==> src/rtl/fir_pkg.sv <==
// rtl/fir_pkg.sv - shared widths, FSM encoding and clog2 helper for the multi-channel FIR MAC
package fir_pkg;

    function automatic int clog2(input int value);
        int v;
        int r;
        v = value - 1;
        r = 0;
        while (v > 0) begin
            r = r + 1;
            v = v >> 1;
        end
        return r;
    endfunction

    localparam int FIR_DATA_W = 24;
    localparam int FIR_COEF_W = 24;
    localparam int FIR_TAPS   = 256;
    localparam int FIR_ACC_W  = FIR_DATA_W + FIR_COEF_W + clog2(FIR_TAPS);

    localparam logic [1:0] ST_IDLE   = 2'd0;
    localparam logic [1:0] ST_ACCUM  = 2'd1;
    localparam logic [1:0] ST_DRAIN  = 2'd2;
    localparam logic [1:0] ST_OUTPUT = 2'd3;

endpackage

==> src/rtl/fir_mult_pipe.sv <==
// rtl/fir_mult_pipe.sv - signed multiplier followed by MULT_LAT pipeline registers
module fir_mult_pipe #(
    parameter int DATA_W   = 24,
    parameter int COEF_W   = 24,
    parameter int MULT_LAT = 3
) (
    input  logic                             i_clock,
    input  logic                             i_reset_n,
    input  logic signed [DATA_W-1:0]         i_a,
    input  logic signed [COEF_W-1:0]         i_b,
    output logic signed [DATA_W+COEF_W-1:0]  o_p
);

    localparam int PROD_W = DATA_W + COEF_W;

    logic signed [PROD_W-1:0] r_pipe [MULT_LAT];

    always_ff @(posedge i_clock or negedge i_reset_n) begin
        if (!i_reset_n) begin
            for (int i = 0; i < MULT_LAT; i++) begin
                r_pipe[i] <= '0;
            end
        end else begin
            r_pipe[0] <= i_a * i_b;
            for (int i = 1; i < MULT_LAT; i++) begin
                r_pipe[i] <= r_pipe[i-1];
            end
        end
    end

    assign o_p = r_pipe[MULT_LAT-1];

endmodule

==> src/rtl/fir_mac_multi.sv <==
// rtl/fir_mac_multi.sv - multi-channel frame FIR MAC sharing one coefficient stream, rounded and saturated output
module fir_mac_multi
    import fir_pkg::*;
#(
    parameter int CHANNELS = 2,
    parameter int DATA_W   = FIR_DATA_W,
    parameter int COEF_W   = FIR_COEF_W,
    parameter int TAPS     = FIR_TAPS,
    parameter int MULT_LAT = 3,
    parameter int OUT_W    = 24,
    parameter int SHIFT    = 32
) (
    input  logic                         i_clock,
    input  logic                         i_reset_n,
    input  logic                         i_start,
    input  logic                         i_in_valid,
    input  logic [CHANNELS*DATA_W-1:0]   i_in_data,
    input  logic [COEF_W-1:0]            i_in_coef,
    output logic                         o_busy,
    output logic                         o_out_valid,
    output logic [CHANNELS*OUT_W-1:0]    o_out_data,
    output logic [CHANNELS-1:0]          o_out_sat
);

    localparam int ACC_W  = DATA_W + COEF_W + clog2(TAPS);
    localparam int PROD_W = DATA_W + COEF_W;
    localparam int TAP_W  = clog2(TAPS);
    localparam int DRN_W  = clog2(MULT_LAT + 1) + 1;
    localparam int RND_SH = (SHIFT > 0) ? SHIFT - 1 : 0;
    localparam logic [ACC_W:0] RND = (SHIFT > 0) ? ((ACC_W+1)'(1) << RND_SH) : '0;
    localparam logic signed [ACC_W:0] OUT_MAX = {{(ACC_W+2-OUT_W){1'b0}}, {(OUT_W-1){1'b1}}};
    localparam logic signed [ACC_W:0] OUT_MIN = {{(ACC_W+2-OUT_W){1'b1}}, {(OUT_W-1){1'b0}}};

    logic [1:0]                  r_state;
    logic [TAP_W-1:0]            r_tap;
    logic [DRN_W-1:0]            r_drain;
    logic                        r_in_vld;
    logic [CHANNELS*DATA_W-1:0]  r_in_data;
    logic [COEF_W-1:0]           r_in_coef;
    logic [MULT_LAT-1:0]         r_vpipe;
    logic signed [ACC_W-1:0]     r_acc [CHANNELS];
    logic                        r_busy;
    logic                        r_out_valid;
    logic [CHANNELS*OUT_W-1:0]   r_out_data;
    logic [CHANNELS-1:0]         r_out_sat;

    logic signed [PROD_W-1:0]    w_prod [CHANNELS];
    logic [CHANNELS*OUT_W-1:0]   w_res;
    logic [CHANNELS-1:0]         w_sat;

    // Accepted samples are registered once before the multiplier so that the
    // accepting edge, not the multiplier input, starts the latency count.
    always_ff @(posedge i_clock or negedge i_reset_n) begin
        if (!i_reset_n) begin
            r_state     <= ST_IDLE;
            r_tap       <= '0;
            r_drain     <= '0;
            r_in_vld    <= 1'b0;
            r_in_data   <= '0;
            r_in_coef   <= '0;
            r_vpipe     <= '0;
            r_busy      <= 1'b0;
            r_out_valid <= 1'b0;
            r_out_data  <= '0;
            r_out_sat   <= '0;
        end else begin
            r_out_valid <= 1'b0;
            r_in_vld    <= 1'b0;
            r_in_data   <= i_in_data;
            r_in_coef   <= i_in_coef;
            r_vpipe     <= (r_vpipe << 1) | MULT_LAT'(r_in_vld);
            case (r_state)
                ST_IDLE: begin
                    if (i_start) begin
                        r_state <= ST_ACCUM;
                        r_busy  <= 1'b1;
                        r_tap   <= '0;
                    end
                end
                ST_ACCUM: begin
                    if (i_in_valid) begin
                        r_in_vld <= 1'b1;
                        r_tap    <= r_tap + TAP_W'(1);
                        if (r_tap == TAP_W'(TAPS - 1)) begin
                            r_state <= ST_DRAIN;
                            r_drain <= '0;
                        end
                    end
                end
                ST_DRAIN: begin
                    if (r_drain == DRN_W'(MULT_LAT)) begin
                        r_state <= ST_OUTPUT;
                    end else begin
                        r_drain <= r_drain + DRN_W'(1);
                    end
                end
                ST_OUTPUT: begin
                    r_state     <= ST_IDLE;
                    r_busy      <= 1'b0;
                    r_out_valid <= 1'b1;
                    r_out_data  <= w_res;
                    r_out_sat   <= w_sat;
                end
                default: r_state <= ST_IDLE;
            endcase
        end
    end

    always_ff @(posedge i_clock or negedge i_reset_n) begin
        if (!i_reset_n) begin
            for (int c = 0; c < CHANNELS; c++) begin
                r_acc[c] <= '0;
            end
        end else begin
            for (int c = 0; c < CHANNELS; c++) begin
                if (r_state == ST_IDLE && i_start) begin
                    r_acc[c] <= '0;
                end else if (r_vpipe[MULT_LAT-1]) begin
                    r_acc[c] <= r_acc[c] + ACC_W'(w_prod[c]);
                end
            end
        end
    end

    for (genvar c = 0; c < CHANNELS; c++) begin : g_ch
        logic signed [ACC_W:0] w_sum;
        logic signed [ACC_W:0] w_shr;

        fir_mult_pipe #(
            .DATA_W   (DATA_W),
            .COEF_W   (COEF_W),
            .MULT_LAT (MULT_LAT)
        ) u_mult (
            .i_clock   (i_clock),
            .i_reset_n (i_reset_n),
            .i_a       (r_in_data[c*DATA_W +: DATA_W]),
            .i_b       (r_in_coef),
            .o_p       (w_prod[c])
        );

        // One guard bit keeps the rounding add from wrapping at the accumulator extreme.
        assign w_sum    = {r_acc[c][ACC_W-1], r_acc[c]} + RND;
        assign w_shr    = w_sum >>> SHIFT;
        assign w_sat[c] = (w_shr > OUT_MAX) || (w_shr < OUT_MIN);
        assign w_res[c*OUT_W +: OUT_W] = (w_shr > OUT_MAX) ? OUT_MAX[OUT_W-1:0] :
                                         (w_shr < OUT_MIN) ? OUT_MIN[OUT_W-1:0] :
                                                             w_shr[OUT_W-1:0];
    end

    assign o_busy      = r_busy;
    assign o_out_valid = r_out_valid;
    assign o_out_data  = r_out_data;
    assign o_out_sat   = r_out_sat;

endmodule

==> config.mk <==
export PLATFORM = sky130hd
export DESIGN_NAME = fir_mac_multi
export DESIGN_NICKNAME = d
export VERILOG_FILES = /design/src/rtl/fir_pkg.sv /design/src/rtl/fir_mult_pipe.sv /design/src/rtl/fir_mac_multi.sv
export SDC_FILE = /design/constraint.sdc
export NUM_CORES = 2
export LEC_CHECK = 0
export BUFFER_PORTS_ARGS = -buffer_cell sky130_fd_sc_hd__buf_2
export CORE_ASPECT_RATIO = 1.4
export CORE_MARGIN = 2
export CORE_UTILIZATION = 30
export CTS_CLUSTER_DIAMETER = 40
export DETAILED_ROUTE_END_ITERATION = 10
export GPL_TIMING_DRIVEN = 0
export PLACE_DENSITY_LB_ADDON = 0.2
export REMOVE_ABC_BUFFERS = 1
export SYNTH_ARGS = -nofsm -noshare
export SYNTH_HDL_FRONTEND = slang
export SYNTH_SLANG_ARGS = --single-unit
==> constraint.sdc <==
create_clock -name i_clock -period 8.7 [get_ports i_clock]
set_input_delay 0.87 -clock i_clock [delete_from_list [all_inputs] [get_ports i_clock]]
set_output_delay 0.87 -clock i_clock [all_outputs]
set_load 0.03 [all_outputs]
==> metrics <==
Setup Skew 0.0443 ns; total global-route track usage 0.154; # port buffers 127; # fillers 22500; FF-to-FF End g_ch[0].u_mult.r_pipe[140]; final hold slack 0.116 ns; routed wl met3 4880 µm; clk buf depth 3; Final setup viols 0; commonest non-fill, non-tap cells in the layout 1249 x inv_1, 1216 x fa_1, 696 x nand2_1, 570 x and2_1, 490 x dfrtp_1; Final period util 0.954; routed length per placed instance 17.3 µm; Routability Congestion 0.828; final hold vios 0; routed vias/inst 4.68; die area 222000 µm²; first-pass GRT wire length 272000 µm; GRT overflow 0; Max Cap Viol 0; vias in the first global route 49400; layout cells sized above 1 0.0589; CP Data Arrival Time 8.86 ns; critical path type reg -> reg; Core ar. 218000 µm²; Worst setup SP type flip-flop; CTS tree done; Worst-Margin Slew 1.25 ns; CTS buffer count 82; Final Max Tran Viols 0; Primary FF master, synth dfrtp_1; drt drc 0; fmax 120 MHz; largest net degree at the start of global routing 123; relative slew slack 0.165; Detailed Route Iter0 Violations 2222; R2R Setup Slk 0.40 ns; row count 203; Pre-antenna DRT Iters 5; crit path max fanout 24; final wirelength 165000 µm; met1 WL 70500 µm; met2 wire len 86100 µm; die extent in y 557 µm; worst r2r src r_in_data[5]; CTS root buffer clkbuf_16; H-Tree Depth 3; I/O pin cnt 128; clock sink total 541; Final min period 8.30 ns; worst hold path type in -> async; CP endpoint kind flip-flop; Worst Path Required 9.26 ns; area of the multi-input gates 46200 µm²; EDFF count, synth 0; R2R depth 24; hold_buf cts 0; routed vias 44700; DRT antenna net count 0; Yosys reg bits 541; Avg Cell Area, Syn 9.82 µm²; Seq. cell area 13600 µm²; area growth from synthesis to layout 10.5%; initial core utilization 0.301; CTS clk-pin slew, worst paths 0.06 ns; Setup TNS 0 ns; insertion delay to the later sink of the worst-skew pair 0.71 ns; most common cell after layout, fill and taps aside inv_1; Unique masters post-synth 78; Syn Std Cell Area 65500 µm²; Post-Synthesis Cells 6676; max layer used met5; Post-DP HPWL 129000 µm; initial antenna violation count 6; die width 399 µm; outcome finished clean; register area share after synthesis 0.207; Synth warnings 0; Layout Nets 8305; Async SR Flop Fraction 1.00
## sequential cells by signal, indices dropped and copies added (netlist names), 3 cells and up
name                flops
g_ch.u_mult.o_p        96
r_tap                   8
g_ch.u_mult.r_pipe    192
r_in_data              48
o_out_data             48
r_drain                 3
r_in_coef              24
r_vpipe                 3
r_acc                 112
## Yosys cell counts, types with 32 or more instances
| library cell | n | area [µm²] |
|---|---|---|
| a21oi_1 | 239 | 1200 |
| nand2b_1 | 42 | 263 |
| xor2_1 | 89 | 780 |
| nand3_1 | 70 | 350 |
| and3_1 | 33 | 206 |
| xnor2_1 | 148 | 1300 |
| nor3_1 | 46 | 230 |
| fa_1 | 1216 | 24300 |
| nand2_1 | 697 | 2620 |
| o21a_1 | 43 | 323 |
| clkbuf_1 | 290 | 1090 |
| inv_1 | 1252 | 4700 |
| ha_1 | 388 | 4850 |
| dfrtp_1 | 541 | 13500 |
| nand4_1 | 39 | 244 |
| nor2_1 | 327 | 1230 |
| a21o_1 | 97 | 728 |
| and2_1 | 571 | 3570 |
| o21ai_0 | 145 | 726 |
| mux2i_1 | 76 | 761 |
| a31oi_1 | 32 | 200 |
## per-layer routing
metal / track usage / vias to the layer above
met5: 0 / -
met4: 0.0353 / 6
met3: 0.0169 / 190
met2: 0.278 / 667
met1: 0.197 / 23500
li1: - / 20400
## critical path, stage by stage (launching register included)
cell and delay [ns]:
dfrtp_1 0.79, and2_1 0.40, fa_1 0.48, inv_1 0.05, fa_1 0.47, inv_1 0.05, fa_1 0.51, inv_1 0.06
fa_1 0.53, inv_1 0.05, fa_1 0.49, fa_1 0.50, inv_1 0.05, fa_1 0.48, inv_1 0.04, ha_1 0.36
and3_1 0.26, and3_1 0.20, o2111ai_1 0.36, a211oi_4 0.55, a311oi_1 0.25, o31ai_2 0.47, a2111oi_0 0.18, nor3_1 0.24
xor2_1 0.32
## what timing repair did
action / 4_1_cts / 5_1_grt
setup buffers: 0 / 5
pin swaps: 0 / 0
endpoints found under the hold margin: 0 / 0
gates resized for setup: 6 / 31
endpoints found under the setup margin: 7 / 9
## logic make-up after synthesis
| kind of cell | after synthesis | share of synthesized area |
|---|---|---|
| xor+xnor | 237 | 0.0317 |
| mux | 77 | 0.0118 |
| flops | 541 | 0.207 |
| simple gates | 1913 | 0.142 |
| fa+ha+maj | 1604 | 0.446 |
| compound gates | 750 | 0.0729 |
| buf+inv | 1554 | 0.0892 |
## worst max-delay path by stage
stage,from,endpoint,slack (ns),depth (start not counted)
after global routing,r_in_coef[1],g_ch[1].u_mult.r_pipe[141],-0.03,24
after CTS,r_in_data[8],g_ch[0].u_mult.r_pipe[140],0.02,23
final,r_in_data[5],g_ch[0].u_mult.r_pipe[140],0.40,24
after detailed placement,r_in_coef[23],g_ch[1].u_mult.r_pipe[141],-0.22,22
after global placement,i_reset_n,g_ch[1].u_mult.r_pipe[142],-5.60,1
after floorplan,r_in_coef[3],g_ch[1].u_mult.r_pipe[142],1.30,22
## final cells by class
class,count,share of cell area
Multi-Input combinational cell,4581,0.638
Sequential cell,541,0.188
Inverter,1253,0.0651
Tap cell,2870,0.0496
Clock buffer,98,0.0303
Timing Repair Buffer,166,0.0200
Clock inverter,53,0.00933
Antenna cell,1,0.0000345
## metrics by stage
step	instances	area (µm²)	util	worst slack, ns
after floorplan	6375	64400	-	1.30
after global placement	9372	68600	0.315	-5.60
after detailed placement	9406	69400	0.319	-0.223
after CTS	9557	72300	0.332	0.0190
after global routing	9563	72400	0.332	-0.0298
final	9563	72400	0.332	0.400
Power is left out: the tool's default activity adds up to more than one toggle a clock period on the data nets, which glitch-free logic cannot reach.
